===== src/rtl/serial_seq_pkg.sv =====
// Shared types and defaults for the serial job sequencer: state encoding,
// default widths and the watchdog timeout.
package serial_seq_pkg;
  localparam int ADDR_W_DEF  = 8;
  localparam int DATA_W_DEF  = 8;
  localparam int CNT_W_DEF   = 4;
  localparam int TIMEOUT_DEF = 1024;

  typedef enum logic [1:0] {
    S_IDLE  = 2'd0,
    S_WAIT  = 2'd1,
    S_DRAIN = 2'd2,
    S_ERROR = 2'd3
  } state_e;

  function automatic int timer_w(input int timeout);
    return (timeout < 2) ? 1 : $clog2(timeout);
  endfunction
endpackage


===== src/rtl/serial_seq_watchdog.sv =====
// Cycle counter guarding the WAIT state; o_expired is high when the count
// reaches TIMEOUT-1, i.e. on the last cycle the engine is allowed to answer.
module serial_seq_watchdog
  import serial_seq_pkg::*;
#(
  parameter int TIMEOUT = TIMEOUT_DEF
) (
  input  logic clk,
  input  logic rst,
  input  logic i_clr,
  input  logic i_en,
  output logic o_expired
);
  localparam int TW = timer_w(TIMEOUT);

  logic [TW-1:0] r_cnt;

  always_ff @(posedge clk or posedge rst) begin
    if (rst)       r_cnt <= '0;
    else if (i_clr) r_cnt <= '0;
    else if (i_en)  r_cnt <= r_cnt + 1'b1;
  end

  assign o_expired = (r_cnt == TW'(TIMEOUT - 1));
endmodule


===== src/rtl/serial_job_sequencer.sv =====
// Runs the serial-mode MAC engine over a batch of feature vectors, one job
// per base address, and forwards each result over a valid/ready port.
module serial_job_sequencer
  import serial_seq_pkg::*;
#(
  parameter int ADDR_W  = ADDR_W_DEF,
  parameter int DATA_W  = DATA_W_DEF,
  parameter int CNT_W   = CNT_W_DEF,
  parameter int TIMEOUT = TIMEOUT_DEF
) (
  input  logic              clk,
  input  logic              rst,
  input  logic              start_i,
  input  logic              abort_i,
  input  logic [ADDR_W-1:0] base_addr_i,
  input  logic [ADDR_W-1:0] stride_i,
  input  logic [CNT_W-1:0]  num_jobs_i,
  output logic              eng_en_o,
  output logic [ADDR_W-1:0] eng_baseaddr_o,
  input  logic              eng_done_i,
  input  logic [DATA_W-1:0] eng_out_i,
  output logic              res_valid_o,
  output logic [DATA_W-1:0] res_data_o,
  output logic [CNT_W-1:0]  res_idx_o,
  input  logic              res_ready_i,
  output logic              busy_o,
  output logic              done_o,
  output logic              err_o
);
  state_e            r_state, w_state_n;
  logic              r_en, w_en_n;
  logic [ADDR_W-1:0] r_addr, w_addr_n;
  logic [ADDR_W-1:0] r_stride, w_stride_n;
  logic [CNT_W-1:0]  r_num, w_num_n;
  logic [CNT_W-1:0]  r_idx, w_idx_n;
  logic              r_valid, w_valid_n;
  logic [DATA_W-1:0] r_data, w_data_n;
  logic [CNT_W-1:0]  r_res_idx, w_res_idx_n;
  logic              r_done, w_done_n;
  logic              r_err, w_err_n;
  logic              w_wd_clr, w_wd_en, w_expired;

  serial_seq_watchdog #(.TIMEOUT(TIMEOUT)) u_wd (
    .clk       (clk),
    .rst       (rst),
    .i_clr     (w_wd_clr),
    .i_en      (w_wd_en),
    .o_expired (w_expired)
  );

  always_ff @(posedge clk or posedge rst) begin
    if (rst) begin
      r_state   <= S_IDLE;
      r_en      <= 1'b0;
      r_addr    <= '0;
      r_stride  <= '0;
      r_num     <= '0;
      r_idx     <= '0;
      r_valid   <= 1'b0;
      r_data    <= '0;
      r_res_idx <= '0;
      r_done    <= 1'b0;
      r_err     <= 1'b0;
    end else begin
      r_state   <= w_state_n;
      r_en      <= w_en_n;
      r_addr    <= w_addr_n;
      r_stride  <= w_stride_n;
      r_num     <= w_num_n;
      r_idx     <= w_idx_n;
      r_valid   <= w_valid_n;
      r_data    <= w_data_n;
      r_res_idx <= w_res_idx_n;
      r_done    <= w_done_n;
      r_err     <= w_err_n;
    end
  end

  always_comb begin
    w_state_n   = r_state;
    w_en_n      = r_en;
    w_addr_n    = r_addr;
    w_stride_n  = r_stride;
    w_num_n     = r_num;
    w_idx_n     = r_idx;
    w_valid_n   = r_valid;
    w_data_n    = r_data;
    w_res_idx_n = r_res_idx;
    w_done_n    = 1'b0;
    w_err_n     = r_err;
    w_wd_clr    = 1'b0;
    w_wd_en     = 1'b0;
    if (abort_i) begin
      // Abort drops any pending result; the address register keeps its value.
      w_state_n = S_IDLE;
      w_en_n    = 1'b0;
      w_valid_n = 1'b0;
      w_err_n   = 1'b0;
      w_wd_clr  = 1'b1;
    end else begin
      unique case (r_state)
        S_IDLE: begin
          if (start_i) begin
            if (num_jobs_i != '0) begin
              w_stride_n = stride_i;
              w_num_n    = num_jobs_i;
              w_addr_n   = base_addr_i;
              w_idx_n    = '0;
              w_en_n     = 1'b1;
              w_wd_clr   = 1'b1;
              w_state_n  = S_WAIT;
            end else begin
              w_done_n = 1'b1;
            end
          end
        end
        S_WAIT: begin
          w_wd_en = 1'b1;
          if (eng_done_i) begin
            w_data_n    = eng_out_i;
            w_res_idx_n = r_idx;
            w_valid_n   = 1'b1;
            w_en_n      = 1'b0;
            w_state_n   = S_DRAIN;
          end else if (w_expired) begin
            w_en_n    = 1'b0;
            w_err_n   = 1'b1;
            w_state_n = S_ERROR;
          end
        end
        S_DRAIN: begin
          if (r_valid && res_ready_i) begin
            w_valid_n = 1'b0;
            if (r_idx == r_num - CNT_W'(1)) begin
              w_done_n  = 1'b1;
              w_state_n = S_IDLE;
            end else begin
              w_idx_n   = r_idx + CNT_W'(1);
              w_addr_n  = r_addr + r_stride;
              w_en_n    = 1'b1;
              w_wd_clr  = 1'b1;
              w_state_n = S_WAIT;
            end
          end
        end
        S_ERROR: ;
        default: w_state_n = S_IDLE;
      endcase
    end
  end

  assign eng_en_o       = r_en;
  assign eng_baseaddr_o = r_addr;
  assign res_valid_o    = r_valid;
  assign res_data_o     = r_data;
  assign res_idx_o      = r_res_idx;
  assign busy_o         = (r_state != S_IDLE);
  assign done_o         = r_done;
  assign err_o          = r_err;
endmodule

===== config.mk =====
export PLATFORM = sky130hd
export DESIGN_NAME = serial_job_sequencer
export DESIGN_NICKNAME = d
export VERILOG_FILES = /design/src/rtl/serial_seq_pkg.sv /design/src/rtl/serial_seq_watchdog.sv /design/src/rtl/serial_job_sequencer.sv
export SDC_FILE = /design/constraint.sdc
export NUM_CORES = 1
export LEC_CHECK = 0
export BUFFER_PORTS_ARGS = -buffer_cell sky130_fd_sc_hd__buf_2
export CAP_MARGIN = 10
export CORE_ASPECT_RATIO = 1.2
export CORE_UTILIZATION = 45
export DETAILED_ROUTE_END_ITERATION = 12
export PLACE_DENSITY_LB_ADDON = 0.08
export SLEW_MARGIN = 20
export SYNTH_ARGS = -nofsm -noshare
export SYNTH_HDL_FRONTEND = slang
export SYNTH_SLANG_ARGS = --single-unit

===== constraint.sdc =====
create_clock -name clk -period 3.01 [get_ports clk]
set_clock_uncertainty 0.15 [all_clocks]
set_input_delay 0.4515 -clock clk [delete_from_list [all_inputs] [get_ports clk]]
set_output_delay 0.4515 -clock clk [all_outputs]
set_load 0.02 [all_outputs]

After elaboration in Yosys (flattened, before gate mapping)
Index checks and enable logic that the tools add are counted.
{"block": "op_classes", "addsub": 4, "n_mux": 50, "bitwise_logic": 1, "reduce_logical": 17, "n_eq_ne": 15}
{"op": "$mux W8", "count": 4}
{"op": "$mux W1", "count": 27}
{"op": "$mux W10", "count": 2}
{"op": "$mux W4", "count": 4}
{"op": "$pmux W8 S2", "count": 1}
{"op": "$ne A3 B3 Y1 const B", "count": 5}
{"op": "$mux W2", "count": 6}
{"op": "$reduce_and A6 Y1", "count": 2}
{"op": "$add A10 B1 Y10 const B", "count": 1}
{"op": "$eq A10 B10 Y1 const B", "count": 1}
{"op": "$ne A2 B2 Y1 const B", "count": 5}
{"op": "$reduce_bool A2 Y1", "count": 5}
{"op": "$reduce_and A3 Y1", "count": 3}
{"op": "$add A8 B8 Y8", "count": 1}
{"op": "$pmux W4 S2", "count": 1}
{"op": "$reduce_bool A4 Y1", "count": 2}
{"op": "$pmux W1 S2", "count": 3}
{"op": "$pmux W2 S3", "count": 1}
{"op": "$reduce_and A5 Y1", "count": 1}
{"op": "$add A4 B1 Y4 const B", "count": 1}
{"op": "$eq A4 B4 Y1", "count": 1}
{"op": "$ne A4 B3 Y1 const B", "count": 1}
{"op": "$reduce_and A4 Y1", "count": 1}
{"op": "$sub A4 B1 Y4 const B", "count": 1}
{"op": "other kinds (7)", "count": 7}
{"block": "totals", "reg_bits": 52, "word_cells": 99, "out_inout_bits": 25}

Depth between registers and ports, before layout
Gate-level depths: netlist (run 1).
{"block": "depth", "depth_word": 7, "ltp_mapped": 9, "mapped_depth_nobuf": 8}

By module
Synthesis (run 1) repeated with hierarchy kept, for this count alone.
{"block": "unflattened", "cells_unflattened": 283, "area_unflattened_um2": 2934.1}
{"mod": "serial_job_sequencer", "cells_per_inst": 231, "seq_area_each_um2": 1051.0, "area_per_inst_um2": 2414.8, "instances": 1}
{"mod": "serial_seq_watchdog", "cells_per_inst": 52, "seq_area_each_um2": 250.2, "area_per_inst_um2": 519.2, "instances": 1}

Least setup slack after synthesis (run 1)
OpenSTA, ideal clock, no wires.
{"block": "synth_path", "path_type": "register -> register", "start": "register r_addr[0] (netlist: eng_baseaddr_o[0])", "end": "register r_addr[6] (netlist: eng_baseaddr_o[6])", "n_path_buf": 0, "setup_time_ns": 0.124, "synth_period_minus_slack_ns": 2.096, "t_arrival_ns": 1.822, "path_stages_with_launch": 9, "t_required_ns": 2.736, "setup_slack_ns": 0.914, "path_cell_list": "dfrtp_1 ha_1 inv_1 fa_1 nor2b_1 o31a_1 o21ai_0 mux2i_1 o31a_1"}
{"block": "synth_via", "elab_chain_cells": 4}
{"item": "start: declaration", "line": "serial_job_sequencer.sv:32", "text": "logic [ADDR_W-1:0] r_addr, w_addr_n;"}
{"item": "start signal: assignment", "line": "serial_job_sequencer.sv:67", "text": "r_addr <= w_addr_n;"}
{"item": "$add A8 B8 Y8", "line": "serial_job_sequencer.sv:139", "text": "w_addr_n = r_addr + r_stride;"}
{"item": "$mux W8", "line": "serial_job_sequencer.sv:134", "text": "if (r_idx == r_num - CNT_W'(1)) begin"}
{"item": "$mux W8", "line": "serial_job_sequencer.sv:132", "text": "if (r_valid && res_ready_i) begin"}
{"item": "$pmux W8 S2", "line": "serial_job_sequencer.sv:101", "text": "unique case (r_state)"}
No other way between the ends. The select of a mux whose other input is x is not followed.
A chain may end at the register's enable or synchronous reset.

Final worst setup path (run 1)
{"block": "layout_path", "start": "register r_state[0]", "end": "register r_addr[7] (netlist: eng_baseaddr_o[7])"}
{"block": "layout_via", "elab_chain_cells": 3}
{"item": "start: declaration", "line": "serial_job_sequencer.sv:30", "text": "state_e r_state, w_state_n;"}
{"item": "start signal: assignment", "line": "serial_job_sequencer.sv:65", "text": "r_state <= w_state_n;"}
{"item": "$eq A2 B2 Y1 or $logic_not A2 Y1 (tied branches)", "line": "serial_job_sequencer.sv:101"}
{"item": "$ne A2 B2 Y1 (no line) or $reduce_bool A2 Y1 (tied branches)"}
{"item": "$reduce_and A6 Y1 (no line)"}
Parallel ways exist; a longest one is shown, timed or not.

==> results of run 1 <==
final cells by class:
type | count | area [µm²] | share of cell area, %
multi-input combinational | 196 | 1446 | 43.61
inverter | 12 | 45.04 | 1.358
timing repair buffer | 63 | 327.8 | 9.883
sequential | 52 | 1301 | 39.23
clock inverter | 1 | 7.507 | 0.2263
clock buffer | 7 | 86.33 | 2.603
tap | 82 | 102.6 | 3.093
registers in the layout, summed over array words and instances, names as in the netlist:
signal,flops
err_o,1
u_wd.r_cnt,10
r_state,2
res_valid_o,1
eng_en_o,1
res_idx_o,4
r_num,4
res_data_o,8
r_idx,4
done_o,1
r_stride,8
eng_baseaddr_o,8
Yosys cell counts (2+ instances only):
library cell,number
a211oi_1,4
a21o_1,2
a21oi_1,8
and2_1,2
buf_1,2
buf_4,2
buf_6,2
clkbuf_1,3
dfrtp_1,52
ha_1,14
inv_1,12
mux2_2,17
mux2_4,4
mux2i_1,6
nand2_1,23
nand2b_1,5
nand3_1,8
nand3b_1,3
nand4_1,3
nor2_1,22
nor2b_1,3
nor2b_4,2
nor3_1,5
nor4_1,2
o21ai_0,20
o22ai_1,2
o2bb2ai_1,2
o31a_1,3
o31ai_1,2
or2b_1,2
xnor2_1,7
xor2_1,8
final timing paths:
check                                                end  slack, ps  cells past startpoint
max in group asynchronous        r_stride[0]$_DFFE_PP0P_       2110                      3
setup reg to reg           eng_baseaddr_o[7]$_DFFE_PP0P_        770                      8
hold / removal                   r_stride[1]$_DFFE_PP0P_        150                      3
setup / recovery           eng_baseaddr_o[7]$_DFFE_PP0P_        770                      8
hold reg to reg                res_data_o[4]$_DFFE_PP0P_        360                      1
min in group clk                 r_stride[1]$_DFFE_PP0P_        200                      3
power groups by stage:
| stage | combinational, mW | clock, mW | sequential [mW] |
|---|---|---|---|
| after floorplan | 0.999 | 0 | 1.22 |
| after global placement | 1.49 | 0 | 1.09 |
| after detailed placement | 1.50 | 0 | 1.10 |
| after CTS | 1.51 | 0.434 | 1.08 |
| after global routing | 1.66 | 0.453 | 1.12 |
| final | 1.49 | 0.415 | 1.08 |
cell families (layout without fill, tap and decap cells):
kind of cell / count (synthesis) / in the layout / share of synthesized area (%)
buffers and inverters: 23 / 83 / 4.237
adders and majority gates: 15 / 15 / 6.815
DFF: 52 / 52 / 45.43
muxes: 27 / 27 / 10.88
AOI/OAI and AO/OA: 54 / 54 / 12.36
xor gates and xnor gates: 16 / 16 / 5.374
and+or+nand+nor: 84 / 84 / 14.90
layer usage:
metal  global-route usage (%)  vias up  wire [µm]
met1                    23.89     1005       2565
li1                         -     1064          -
met4                    7.376        0        113
met5                        0        -          0
met3                    4.059       10        254
met2                    31.29       53       2763
worst max-delay path: cells and delay by family (launching register included):
| kind | cells | cell delay, ps |
|---|---|---|
| AOI/OAI and AO/OA | 4 | 890 |
| adders and majority gates | 1 | 260 |
| buffers and inverters | 2 | 300 |
| DFF | 1 | 410 |
| and+or+nand+nor | 1 | 160 |
==> impl_metrics.toml, run 1 <==
[yosys]
synth_top_area_share_pct = 45.43
ys.warnings.count = 0
syn-cell-area_um2 = 2864
postSynthNetCount = 320
synth_seq_cells = 52
syn_inst = 271
syn_area_per_cell_um2 = 10.57
number_of_synthesized_flops_with_an_enable_pin = 0
synthFlopType = "dfrtp_1"
dominant_cell_type_by_area_after_synthesis = "dfrtp_1"
synth-seq-area-share_pct = 45.43
netlist-cell-type-count = 51
ys_async_sr_fraction_pct = 100.0
synth.area.top_cells = "dfrtp_1, mux2_2, ha_1"

[finish]
layout.cells.most_common = "buf_2"
area_growth_syn_to_layout_pct = 15.81
post-route-cell-area_um2 = 3317
finalNetCount = 379
post-route-util_pct = 54.47
most-common-layout-cells = "buf_2, dfrtp_1, nand2_1"
stdcell_count = 413
final_layout_size_suffix_gt1_share_pct = 29.91
fill_cells = 577
diode_insertion_count_for_antenna_repair = 0

[placed_design]
dp_cells = 405
portBuffers = 58
dp_slack_ps = 783.3
place_congestion = 0.7769
hpwlAfterDp_um = 4187
placed_cell_area_um2 = 3223

[sta]
hold_violations_final = 0
timing.final.ws_setup_ps = 765.4
timing.final.crit_period_ps = 2245
fin_crit_sh_pct = 74.57
rsz0062_at_grt = "false"
holdWs_ps = 153.0
maxClockFrequency_ghz = 0.4455
slew_viol_final = 0
finalSetupViolCount = 0
slew_headroom_pct = 56.27
max_slew.worst_pin.slew_ps = 655.9
finalSetupTns_ps = 0

[job]
cap_violations = 0

[route]
post-route-drc-count = 0
viasPerCell = 5.162
firstDrtPassIters = 4
postRouteWirelength_um = 5696
detail_route.iter0.violations = 80
ant_nets = 0
routed_wire_length_per_instance_um = 13.79
route.vias.total = 2132

[worst_setup_path]
arrival_ps = 2320
required_ps = 3090
crit_path_cell_trace = "inv_1, ha_1, nand2b_1, a221oi_1, o31ai_2, buf_4, a211o_1, a2bb2oi_1"
worst_setup_path_category = "flop to flop"
timing.critical_path.slowest_cell_delay_ps = 410
critPathSlowestCell = "dfrtp_1"
worstPathMaxFanout = 21
critPathLaunch = "r_state[0]$_DFFE_PP0P_"
worst_setup_sp_type = "flop"
critical_path.endpoint_type = "flop"
critical_path.reg2reg.startpoint = "r_state[0]$_DFFE_PP0P_"

[die]
placement_rows = 31
die_w_um = 74.83
floorplan.initialDensity_pct = 47.03
io-pin-count = 59
floorplan.die.height_um = 89.39
die_area_um2 = 6689
placeableCoreArea_um2 = 6090

[clocking]
clock_sink_count = 52
clkSlewWorstSetupHoldPaths_ps = 90
cts_resized = 0
clockRootBuffer = "clkbuf_8"
clock_tree.buffer_depth = 2
cts_max_level = 2
cts.repair_timing.setup_buffer_count = 0
clock_tree_from_tritoncts = "done"
holdBufCountCts = 0
number_of_clock_buffers_inserted_by_tritoncts = 5
worstSkewPairLatency_ps = 310

[min_path]
worst_hold_path_type = "input port to asynchronous set/reset pin"

[global_routing]
grt_overflow = 0
largest_net_degree_at_the_start_of_global_routing = 53
grt_pass1_vias = 2049
gr-usage-all-layers_pct = 18.86
grt_pass1_wl_um = 9384
grt_antenna_before_repair = 0

[power]
peakVddDrop_v = 0.0004324
power_frac_seq_pct = 36.1
power_density_nw_per_um2 = 901.1
power.share.switching_pct = 40.46
switchingPower_mw = 1.209
power_frac_comb_pct = 50.0
power.internal_mw = 1.780
power.leakage_nw = 1.571
clockPowerShare_pct = 13.9
report.power.total_mw = 2.989

[run_status]
run_status = "finished clean"
(Power assumes the default switching activity.)
==> inputs of run 2 (changes only) <==
==> constraint.sdc (replaced) <==
create_clock -name clk -period 2.2 [get_ports clk]
set_clock_uncertainty 0.15 [all_clocks]
set_input_delay 0.33 -clock clk [delete_from_list [all_inputs] [get_ports clk]]
set_output_delay 0.33 -clock clk [all_outputs]
set_load 0.02 [all_outputs]
==> impl_metrics.toml, run 2 (same netlist as run 1, synthesis figures left out) <==
[clocking]
clockRootBuffer = "clkbuf_8"
number_of_clock_buffers_inserted_by_tritoncts = 5
clock_tree.buffer_depth = 2
clkSlewWorstSetupHoldPaths_ps = 90
worstSkewPairLatency_ps = 310
clock_tree_from_tritoncts = "done"
clock_sink_count = 52
cts_max_level = 2

[route]
post-route-drc-count = 0
viasPerCell = 5.118
route.vias.total = 2165
ant_nets = 0
firstDrtPassIters = 5
detail_route.iter0.violations = 48
postRouteWirelength_um = 6030
routed_wire_length_per_instance_um = 14.26

[power]
power.leakage_nw = 1.643
power_density_nw_per_um2 = 1257
peakVddDrop_v = 0.0004747

[die]
die_w_um = 74.83
die_area_um2 = 6689
floorplan.initialDensity_pct = 47.03
placeableCoreArea_um2 = 6090
io-pin-count = 59
floorplan.die.height_um = 89.39
placement_rows = 31

[global_routing]
grt_overflow = 0
largest_net_degree_at_the_start_of_global_routing = 53
grt_pass1_vias = 2063
grt_antenna_before_repair = 0
gr-usage-all-layers_pct = 19.25
grt_pass1_wl_um = 9453

[worst_setup_path]
critical_path.reg2reg.startpoint = "r_num[0]$_DFFE_PP0P_"
timing.critical_path.buf_inv = 2
required_ps = 2250
worst_setup_sp_type = "flop"
critPathSlowestCell = "dfrtp_1"
crit_path_cell_trace = "inv_1, ha_1, xnor3_1, nand3_1, o31ai_2, buf_6, or2b_1, o31a_1"
worst_setup_path_category = "flop to flop"
timing.critical_path.slowest_cell_delay_ps = 410
arrival_ps = 2140
rrSetupSlack_ps = 120
rr_endpoint = "eng_baseaddr_o[6]$_DFFE_PP0P_"
critical_path.endpoint_type = "flop"
family_of_cells_with_the_greatest_summed_delay_on_the_critical_path = "flip-flops"
worstPathMaxFanout = 12
worst-r2r-cell-count = 8
critPathLaunch = "r_num[0]$_DFFE_PP0P_"

[min_path]
worst_hold_path_type = "input port to flop"
hold_start = "stride_i[7]"
holdPathEnd = "r_stride[7]$_DFFE_PP0P_"
min_path_cells = 2

[finish]
layout.cells.most_common = "buf_2"
diode_insertion_count_for_antenna_repair = 0
area_growth_syn_to_layout_pct = 21.45
finalNetCount = 389
final_layout_size_suffix_gt1_share_pct = 33.72
regMostFlops = "u_wd.r_cnt"
stdcell_count = 423
post-route-cell-area_um2 = 3478
fill_cells = 568
most-common-layout-cells = "buf_2, dfrtp_1, nand2_1"
largest_reg_flops = 10
post-route-util_pct = 57.12

[sta]
timing.final.crit_period_ps = 2085
holdWs_ps = 96.50
slew_viol_final = 0
max_slew.worst_pin.slew_ps = 375.7
fin_crit_sh_pct = 94.76
hold_violations_final = 0
finalSetupViolCount = 0
rsz0062_at_grt = "false"
slew_headroom_pct = 74.62
maxClockFrequency_ghz = 0.4797
finalSetupTns_ps = 0

[placed_design]
placed_cell_area_um2 = 3308
hpwlAfterDp_um = 4548
dp_cells = 413
place_congestion = 0.7918
portBuffers = 58

[job]
cap_violations = 0

[run_status]
run_status = "finished clean"
-- run 2: how the worst max path moves through the flow --
stage,endpoint,slack (ps),cells past startpoint
floorplan,eng_baseaddr_o[6]$_DFFE_PP0P_,100,8
global placement,eng_baseaddr_o[7]$_DFFE_PP0P_,60,6
detailed placement,eng_baseaddr_o[7]$_DFFE_PP0P_,50,6
CTS,eng_baseaddr_o[7]$_DFFE_PP0P_,30,6
global route,eng_baseaddr_o[6]$_DFFE_PP0P_,3,8
finish,eng_baseaddr_o[6]$_DFFE_PP0P_,120,8
-- run 2: area by class of cell --
type	instances	area [µm²]	share of cell area [%]
multi-input combinational	196	1484	42.66
tap	82	102.6	2.950
sequential	52	1301	37.41
clock inverter	3	42.54	1.223
clock buffer	5	68.82	1.978
inverter	12	45.04	1.295
timing repair buffer	73	434.2	12.48
-- run 2: report_power, final --
| group | internal, mW | switching [mW] | total (mW) |
|---|---|---|---|
| clock | 0.337 | 0.319 | 0.655 |
| sequential | 1.26 | 0.218 | 1.48 |
| combinational | 1.04 | 1.20 | 2.24 |
-- run 2: per-layer routing --
metal | routed length (µm) | GRT usage [%] | up-vias | part of all wire (%)
li1 | - | - | 1090 | -
met5 | 0 | 0 | - | 0
met4 | 89 | 6.861 | 0 | 1.5
met3 | 198 | 3.157 | 8 | 3.3
met1 | 2644 | 23.58 | 1020 | 44
met2 | 3097 | 33.91 | 47 | 51
-- run 2: repair_timing --
| item | CTS | global route |
|---|---|---|
| setup buffers | 0 | 1 |
| endpoints found under the setup margin | 0 | 14 |
| resized for setup | 0 | 11 |
| hold endpoints to repair | 52 | 0 |
| hold buffers | 1 | 0 |
-- run 2: per-stage QoR --
step	worst slack [ps]	power, mW
2_1_floorplan	104.0	3.037
3_3_place_gp	60.85	3.617
3_5_place_dp	45.47	3.664
4_1_cts	30.75	4.336
5_1_grt	2.988	4.711
6_report	115.2	4.371
